## config.mk

```make
export PLATFORM = sky130hd
export DESIGN_NAME = wb_arbiter2_flat
export DESIGN_NICKNAME = d
export VERILOG_FILES = /design/src/rtl/wb_arb_pkg.sv /design/src/rtl/wb_if.sv /design/src/rtl/wb_arbiter2.sv /design/src/flat_wrapper.sv
export SDC_FILE = /design/constraint.sdc
export NUM_CORES = 1
export LEC_CHECK = 0
export ABC_AREA = 1
export CORE_AREA = 2 2 126 128
export CTS_BUF_LIST = sky130_fd_sc_hd__clkbuf_8 sky130_fd_sc_hd__clkbuf_16
export CTS_CLUSTER_DIAMETER = 60
export DETAILED_ROUTE_END_ITERATION = 8
export DIE_AREA = 0 0 128 130
export PLACE_DENSITY = 0.6
export SLEW_MARGIN = 10
export SYNTH_ARGS = -nofsm -noshare
export SYNTH_HDL_FRONTEND = slang
export SYNTH_SLANG_ARGS = --single-unit
```

## constraint.sdc

```tcl
create_clock -name clk -period 2.29 [get_ports clk]
set_input_delay 0.3435 -clock clk [delete_from_list [all_inputs] [get_ports clk]]
set_output_delay 0.3435 -clock clk [all_outputs]
set_load 0.02 [all_outputs]
```

## src/rtl/wb_arb_pkg.sv

```systemverilog
// Shared types and helpers for the two-master Wishbone B4 pipelined arbiter.
package wb_arb_pkg;

   localparam int unsigned CNT_W = 4;

   typedef enum logic [1:0] {
      IDLE = 2'd0,
      GNT0 = 2'd1,
      GNT1 = 2'd2
   } arb_state_t;

   // Returns the index of the master to grant; on a tie the one not granted last wins.
   function automatic logic rr_pick(input logic req0, input logic req1, input logic last);
      if (req0 && req1) return ~last;
      return req1;
   endfunction

endpackage

```

## src/rtl/wb_if.sv

```systemverilog
// Wishbone B4 pipelined bus bundle; master drives request side, slave drives response side.
interface wb_if;
   logic        cyc;
   logic        stb;
   logic        we;
   logic [3:0]  sel;
   logic [31:0] adr;
   logic [31:0] dat_m;
   logic [31:0] dat_s;
   logic        ack;
   logic        err;
   logic        stall;

   modport master (
      output cyc, stb, we, sel, adr, dat_m,
      input  dat_s, ack, err, stall
   );

   modport slave (
      input  cyc, stb, we, sel, adr, dat_m,
      output dat_s, ack, err, stall
   );
endinterface

```

## src/rtl/wb_arbiter2.sv

```systemverilog
// Two-master round-robin Wishbone B4 pipelined arbiter with outstanding-request
// limiting and a synthesized error on slave silence.
module wb_arbiter2
   import wb_arb_pkg::*;
#(
   parameter int unsigned MAX_OUTST = 4,
   parameter int unsigned TIMEOUT   = 255
) (
   input  logic clk,
   input  logic rst,
   wb_if.slave  m0,
   wb_if.slave  m1,
   wb_if.master s
);

   localparam int unsigned TW = (TIMEOUT < 2) ? 1 : $clog2(TIMEOUT + 1);

   arb_state_t       r_state;
   arb_state_t       w_next;
   logic             r_last;
   logic [CNT_W-1:0] r_outst;
   logic [TW-1:0]    r_tmo;

   logic w_gnt;
   logic w_own_cyc;
   logic w_own_stb;
   logic w_full;
   logic w_busy;
   logic w_hit;
   logic w_inc;
   logic w_dec;

   assign w_gnt     = (r_state == GNT0) || (r_state == GNT1);
   assign w_own_cyc = (r_state == GNT0) ? m0.cyc : (r_state == GNT1) ? m1.cyc : 1'b0;
   assign w_own_stb = (r_state == GNT0) ? m0.stb : (r_state == GNT1) ? m1.stb : 1'b0;
   assign w_full    = (r_outst == CNT_W'(MAX_OUTST));
   assign w_busy    = w_gnt && w_own_cyc && (r_outst != '0);

   // r_tmo counts silent cycles already elapsed, so the error fires on the TIMEOUT-th one.
   assign w_hit = w_busy && !s.ack && !s.err && (r_tmo == TW'(TIMEOUT - 1));
   assign w_inc = w_gnt && w_own_stb && !w_full && !s.stall;
   assign w_dec = w_busy && (s.ack || s.err || w_hit);

   always_ff @(posedge clk or posedge rst) begin
      if (rst) begin
         r_state <= IDLE;
         r_last  <= 1'b0;
      end else begin
         r_state <= w_next;
         if (r_state == IDLE && w_next != IDLE)
            r_last <= (w_next == GNT1);
      end
   end

   always_ff @(posedge clk or posedge rst) begin
      if (rst) begin
         r_outst <= '0;
         r_tmo   <= '0;
      end else begin
         if (!w_gnt || !w_own_cyc)
            r_outst <= '0;
         else if (w_inc && !w_dec)
            r_outst <= r_outst + CNT_W'(1);
         else if (w_dec && !w_inc)
            r_outst <= r_outst - CNT_W'(1);

         if (!w_busy || s.ack || s.err || w_hit)
            r_tmo <= '0;
         else
            r_tmo <= r_tmo + TW'(1);
      end
   end

   always_comb begin
      w_next = r_state;
      case (r_state)
         IDLE: begin
            if (m0.cyc || m1.cyc)
               w_next = rr_pick(m0.cyc, m1.cyc, r_last) ? GNT1 : GNT0;
         end
         GNT0:    if (!m0.cyc) w_next = IDLE;
         GNT1:    if (!m1.cyc) w_next = IDLE;
         default: w_next = IDLE;
      endcase
   end

   always_comb begin
      s.cyc    = 1'b0;
      s.stb    = 1'b0;
      s.we     = 1'b0;
      s.sel    = '0;
      s.adr    = '0;
      s.dat_m  = '0;
      m0.stall = 1'b1;
      m0.ack   = 1'b0;
      m0.err   = 1'b0;
      m0.dat_s = s.dat_s;
      m1.stall = 1'b1;
      m1.ack   = 1'b0;
      m1.err   = 1'b0;
      m1.dat_s = s.dat_s;
      case (r_state)
         GNT0: begin
            s.cyc    = m0.cyc;
            s.stb    = m0.stb && !w_full;
            s.we     = m0.we;
            s.sel    = m0.sel;
            s.adr    = m0.adr;
            s.dat_m  = m0.dat_m;
            m0.stall = s.stall || w_full;
            m0.ack   = s.ack && !s.err;
            m0.err   = s.err || w_hit;
         end
         GNT1: begin
            s.cyc    = m1.cyc;
            s.stb    = m1.stb && !w_full;
            s.we     = m1.we;
            s.sel    = m1.sel;
            s.adr    = m1.adr;
            s.dat_m  = m1.dat_m;
            m1.stall = s.stall || w_full;
            m1.ack   = s.ack && !s.err;
            m1.err   = s.err || w_hit;
         end
         default: ;
      endcase
   end

endmodule
```

## src/flat_wrapper.sv

```systemverilog
// flat-port wrapper written by rule: the top's interface ports become plain ports
module wb_arbiter2_flat import wb_arb_pkg::*;
#(
   parameter int unsigned MAX_OUTST = 4,
   parameter int unsigned TIMEOUT   = 255
)
  (clk, rst, m0_cyc, m0_stb, m0_we, m0_sel, m0_adr, m0_dat_m, m0_dat_s, m0_ack, m0_err, m0_stall, m1_cyc, m1_stb, m1_we, m1_sel, m1_adr, m1_dat_m, m1_dat_s, m1_ack, m1_err, m1_stall, s_cyc, s_stb, s_we, s_sel, s_adr, s_dat_m, s_dat_s, s_ack, s_err, s_stall);
  wb_if m0_i ();
  wb_if m1_i ();
  wb_if s_i ();
  input  logic clk;
  input  logic rst;
  input wire logic [$bits(m0_i.cyc)-1:0] m0_cyc;
  input wire logic [$bits(m0_i.stb)-1:0] m0_stb;
  input wire logic [$bits(m0_i.we)-1:0] m0_we;
  input wire logic [$bits(m0_i.sel)-1:0] m0_sel;
  input wire logic [$bits(m0_i.adr)-1:0] m0_adr;
  input wire logic [$bits(m0_i.dat_m)-1:0] m0_dat_m;
  output wire logic [$bits(m0_i.dat_s)-1:0] m0_dat_s;
  output wire logic [$bits(m0_i.ack)-1:0] m0_ack;
  output wire logic [$bits(m0_i.err)-1:0] m0_err;
  output wire logic [$bits(m0_i.stall)-1:0] m0_stall;
  input wire logic [$bits(m1_i.cyc)-1:0] m1_cyc;
  input wire logic [$bits(m1_i.stb)-1:0] m1_stb;
  input wire logic [$bits(m1_i.we)-1:0] m1_we;
  input wire logic [$bits(m1_i.sel)-1:0] m1_sel;
  input wire logic [$bits(m1_i.adr)-1:0] m1_adr;
  input wire logic [$bits(m1_i.dat_m)-1:0] m1_dat_m;
  output wire logic [$bits(m1_i.dat_s)-1:0] m1_dat_s;
  output wire logic [$bits(m1_i.ack)-1:0] m1_ack;
  output wire logic [$bits(m1_i.err)-1:0] m1_err;
  output wire logic [$bits(m1_i.stall)-1:0] m1_stall;
  output wire logic [$bits(s_i.cyc)-1:0] s_cyc;
  output wire logic [$bits(s_i.stb)-1:0] s_stb;
  output wire logic [$bits(s_i.we)-1:0] s_we;
  output wire logic [$bits(s_i.sel)-1:0] s_sel;
  output wire logic [$bits(s_i.adr)-1:0] s_adr;
  output wire logic [$bits(s_i.dat_m)-1:0] s_dat_m;
  input wire logic [$bits(s_i.dat_s)-1:0] s_dat_s;
  input wire logic [$bits(s_i.ack)-1:0] s_ack;
  input wire logic [$bits(s_i.err)-1:0] s_err;
  input wire logic [$bits(s_i.stall)-1:0] s_stall;
  assign m0_i.cyc = m0_cyc;
  assign m0_i.stb = m0_stb;
  assign m0_i.we = m0_we;
  assign m0_i.sel = m0_sel;
  assign m0_i.adr = m0_adr;
  assign m0_i.dat_m = m0_dat_m;
  assign m0_dat_s = m0_i.dat_s;
  assign m0_ack = m0_i.ack;
  assign m0_err = m0_i.err;
  assign m0_stall = m0_i.stall;
  assign m1_i.cyc = m1_cyc;
  assign m1_i.stb = m1_stb;
  assign m1_i.we = m1_we;
  assign m1_i.sel = m1_sel;
  assign m1_i.adr = m1_adr;
  assign m1_i.dat_m = m1_dat_m;
  assign m1_dat_s = m1_i.dat_s;
  assign m1_ack = m1_i.ack;
  assign m1_err = m1_i.err;
  assign m1_stall = m1_i.stall;
  assign s_cyc = s_i.cyc;
  assign s_stb = s_i.stb;
  assign s_we = s_i.we;
  assign s_sel = s_i.sel;
  assign s_adr = s_i.adr;
  assign s_dat_m = s_i.dat_m;
  assign s_i.dat_s = s_dat_s;
  assign s_i.ack = s_ack;
  assign s_i.err = s_err;
  assign s_i.stall = s_stall;
  wb_arbiter2 #(.MAX_OUTST(MAX_OUTST), .TIMEOUT(TIMEOUT)) u_core (.clk(clk), .rst(rst), .m0(m0_i), .m1(m1_i), .s(s_i));
endmodule
```

==> metrics.cfg, run 1 <==
[run_status]
status=completed

[place]
io_buffers=223
place.detailed.hpwl_mm=8.65
dp_slack_ns=-0.128
gp_congestion=0.764
placed_cells=798

[synthesis]
synth.most_common_cell=nand2_1
synthCells=434
synth_top_area_share_pct=25.5
synth_xor_area_share_pct=2.79
synth_mux_area_share_pct=0
synthSimpleGateAreaFrac_pct=34.0
synth-warning-count=0
ys_seq_elements=15
postSynth.asyncResetShare_pct=100
synth_compound_area_share_pct=16.4
synthTopCellsByCount=nand2_1, a21oi_1, buf_4
synth-adder-area-share_pct=5.78
synth-seq-area-share_pct=14.9
syn_area_per_cell_um2=5.79
netlist_area_mm2=0.00251
synth-edff-count=0
synth_top_area_cell=nand2_1
ys_types=25
yosys_most_used_dff=dfrtp_1
synth.net_count=624
synth_top_family_by_area=simple AND/OR/NAND/NOR gates
synthTopCellsByArea=nand2_1, buf_4, a21oi_1

[detailed_routing]
vias_per_cell=4.01
totalWireLength_mm=10.8
postRouteAntennaNets=0
wire_per_inst_um=13.4
drt_iter0_markers=73
drc=0
vias=3233
dr.pass1.iters=4

[critical_path]
rrSetupSlack_ns=0.08
ff2ff_path_depth=11
endpoint_kind=flip-flop
crit_start=u_core.r_state[0]
rr_startpoint=u_core.r_state[0]
endpoint=u_core.r_outst[1]
path_class=flip-flop to flip-flop
arrival_ns=2.36
crit_fanout=3
start_kind=flip-flop
required_ns=2.43
r2r-end=u_core.r_outst[1]

[final_layout]
drive_gt1_share_pct=18.0
multi_input_area_mm2=0.00154
syn_to_final_growth_pct=87.9
utilization_pct=30.6
final_cells=807
fin_nets=806
fillCellCount=1704
num_antenna_cells=0
ff_latch_area_um2=375

[clocking]
cts_tree=built
postCtsHoldBufs=0
cts_buffer_depth=2
path_clk_slew_ns=0.06
numClockSinks=15
htreeDepth=1
cts_buffers=3
root_buffer=clkbuf_16
worstSkewPairLatency_ns=0.25

[die]
coreArea_mm2=0.0154
io_pins=320
rows=46
die_w_um=128
die_h_um=130
dieArea_mm2=0.0166
initial_utilization_pct=16.3

[flow_run]
drv_cap=0

[sta]
max_slew_margin_pct=58.0
slew_violations=0
setup_violations=0
rsz0062_at_grt=true
timing.final.ws_setup_ns=0.0755
skew_ns=0.00346
period_needed_ns=2.21
post-route-period-util_pct=96.7
hold_viol=0
timing.fmax_mhz=452
worstMarginPinSlew_ns=0.630

[global_route]
grt_pass1_vias=2921
antenna_found_initial=0
grt_overflow=0
grt_pass1_wl_mm=15.1
grt_usage_pct=11.4
grt_max_degree=42

[power]
p_switching_w=0.00211
p_int_w=0.00197
power_frac_comb_pct=83.6
ir_drop_v=0.000634
clockPowerShare_pct=8.9
netSwitchingFraction_pct=51.8
power_w=0.00407
seqPwrFrac_pct=7.5
p_per_area_mw_per_mm2=863
p_leak_nw=1.98

[worst_hold_path]
hp-class=input port to asynchronous set/reset pin

-- power by group through the flow --
stage,logic (W),clock network [W],registers (W)
3_5_place_dp,0.00366,0,0.000315
4_1_cts,0.00349,0.000370,0.000303
6_report,0.00341,0.000361,0.000306
3_3_place_gp,0.00369,0,0.000314
5_1_grt,0.00372,0.000381,0.000309
2_1_floorplan,0.00191,0,0.000317
-- kinds of logic (layout without fill, tap and decap cells) --
family / Yosys count / in the layout
adders and majority gates: 11 / 11
AOI/OAI and AO/OA: 81 / 81
buffers and inverters: 109 / 290
xor gates and xnor gates: 8 / 8
DFF: 15 / 15
and+or+nand+nor: 210 / 210
-- placed cells by master (no fill, tap or decap), types with 3 or more instances in the layout --
master	n
xor2_1	5
ha_1	6
inv_2	3
nor2_1	19
clkdlybuf4s15_1	13
clkdlybuf4s50_1	147
dlygate4sd2_1	13
clkbuf_16	3
buf_4	36
buf_2	4
inv_1	19
a21oi_1	74
nand2_1	171
clkdlybuf4s15_2	8
nand3_1	9
dfrtp_1	15
xnor2_1	3
buf_12	5
clkbuf_2	36
nor3_1	3
-- metrics by stage --
step	hold WS [ns]	setup TNS, ns	instance area (µm²)
3_5_place_dp	0.476	-1.13	4770
6_report	0.477	0	4720
3_3_place_gp	0.472	-0.657	4770
2_1_floorplan	0.245	0	2530
5_1_grt	0.530	-0.220	4720
4_1_cts	0.483	0	4840
-- flip-flops by register name, summed over array words and instances, names as in the netlist --
signal          flops
u_core.r_state      2
u_core.r_tmo        8
u_core.r_outst      4
u_core.r_last       1
-- layout make-up --
class / count / share of cell area (%)
flip-flops and latches: 15 / 7.95
inverters: 22 / 1.75
well taps: 192 / 5.09
clock buffers: 3 / 1.59
repair buffers: 264 / 50.8
clock inverters: 1 / 0.159
multi-input cells: 310 / 32.6
-- how the worst min path moves through the flow --
| stage | end | depth (start not counted) | slack, ns |
|---|---|---|---|
| 6_report | u_core.r_tmo[2] | 2 | 0.48 |
| 5_1_grt | u_core.r_tmo[0] | 1 | 0.53 |
| 4_1_cts | u_core.r_tmo[0] | 1 | 0.48 |
| 3_5_place_dp | u_core.r_tmo[0] | 1 | 0.48 |
| 3_3_place_gp | u_core.r_tmo[0] | 1 | 0.47 |
| 2_1_floorplan | u_core.r_last | 1 | 0.24 |
-- per-layer routing --
metal	up-vias	global-route usage, %	part of all wire, %
met5	-	0	0
met3	16	4.47	11
met4	0	2.00	0.98
met1	1381	14.5	44
li1	1665	-	-
met2	171	18.5	45
-- worst max-delay path: stages (launching register included) --
cell and delay, ns:
dfrtp_1 0.39, buf_4 0.15, ha_1 0.22, nand2_1 0.12, nand3_4 0.09, nor2_4 0.13, nand2_1 0.08, ha_2 0.21
fa_2 0.52, nor2_1 0.04, a21oi_1 0.10, nor2_1 0.05
-- repair_timing --
action	4_1_cts	5_1_grt
pin swaps	2	5
setup buffers	3	2
setup endpoints to repair	78	52
gates cloned	0	0
hold endpoints to repair	0	0
resized for setup	111	89
Power figures use the tool's default switching activity.
==> run 2, diff against run 1 <==
CTS_CLUSTER_SIZE = 10   (was not set)
==> results of run 2 <==
The final DEF is identical to that of run 1; final timing and power are the same.
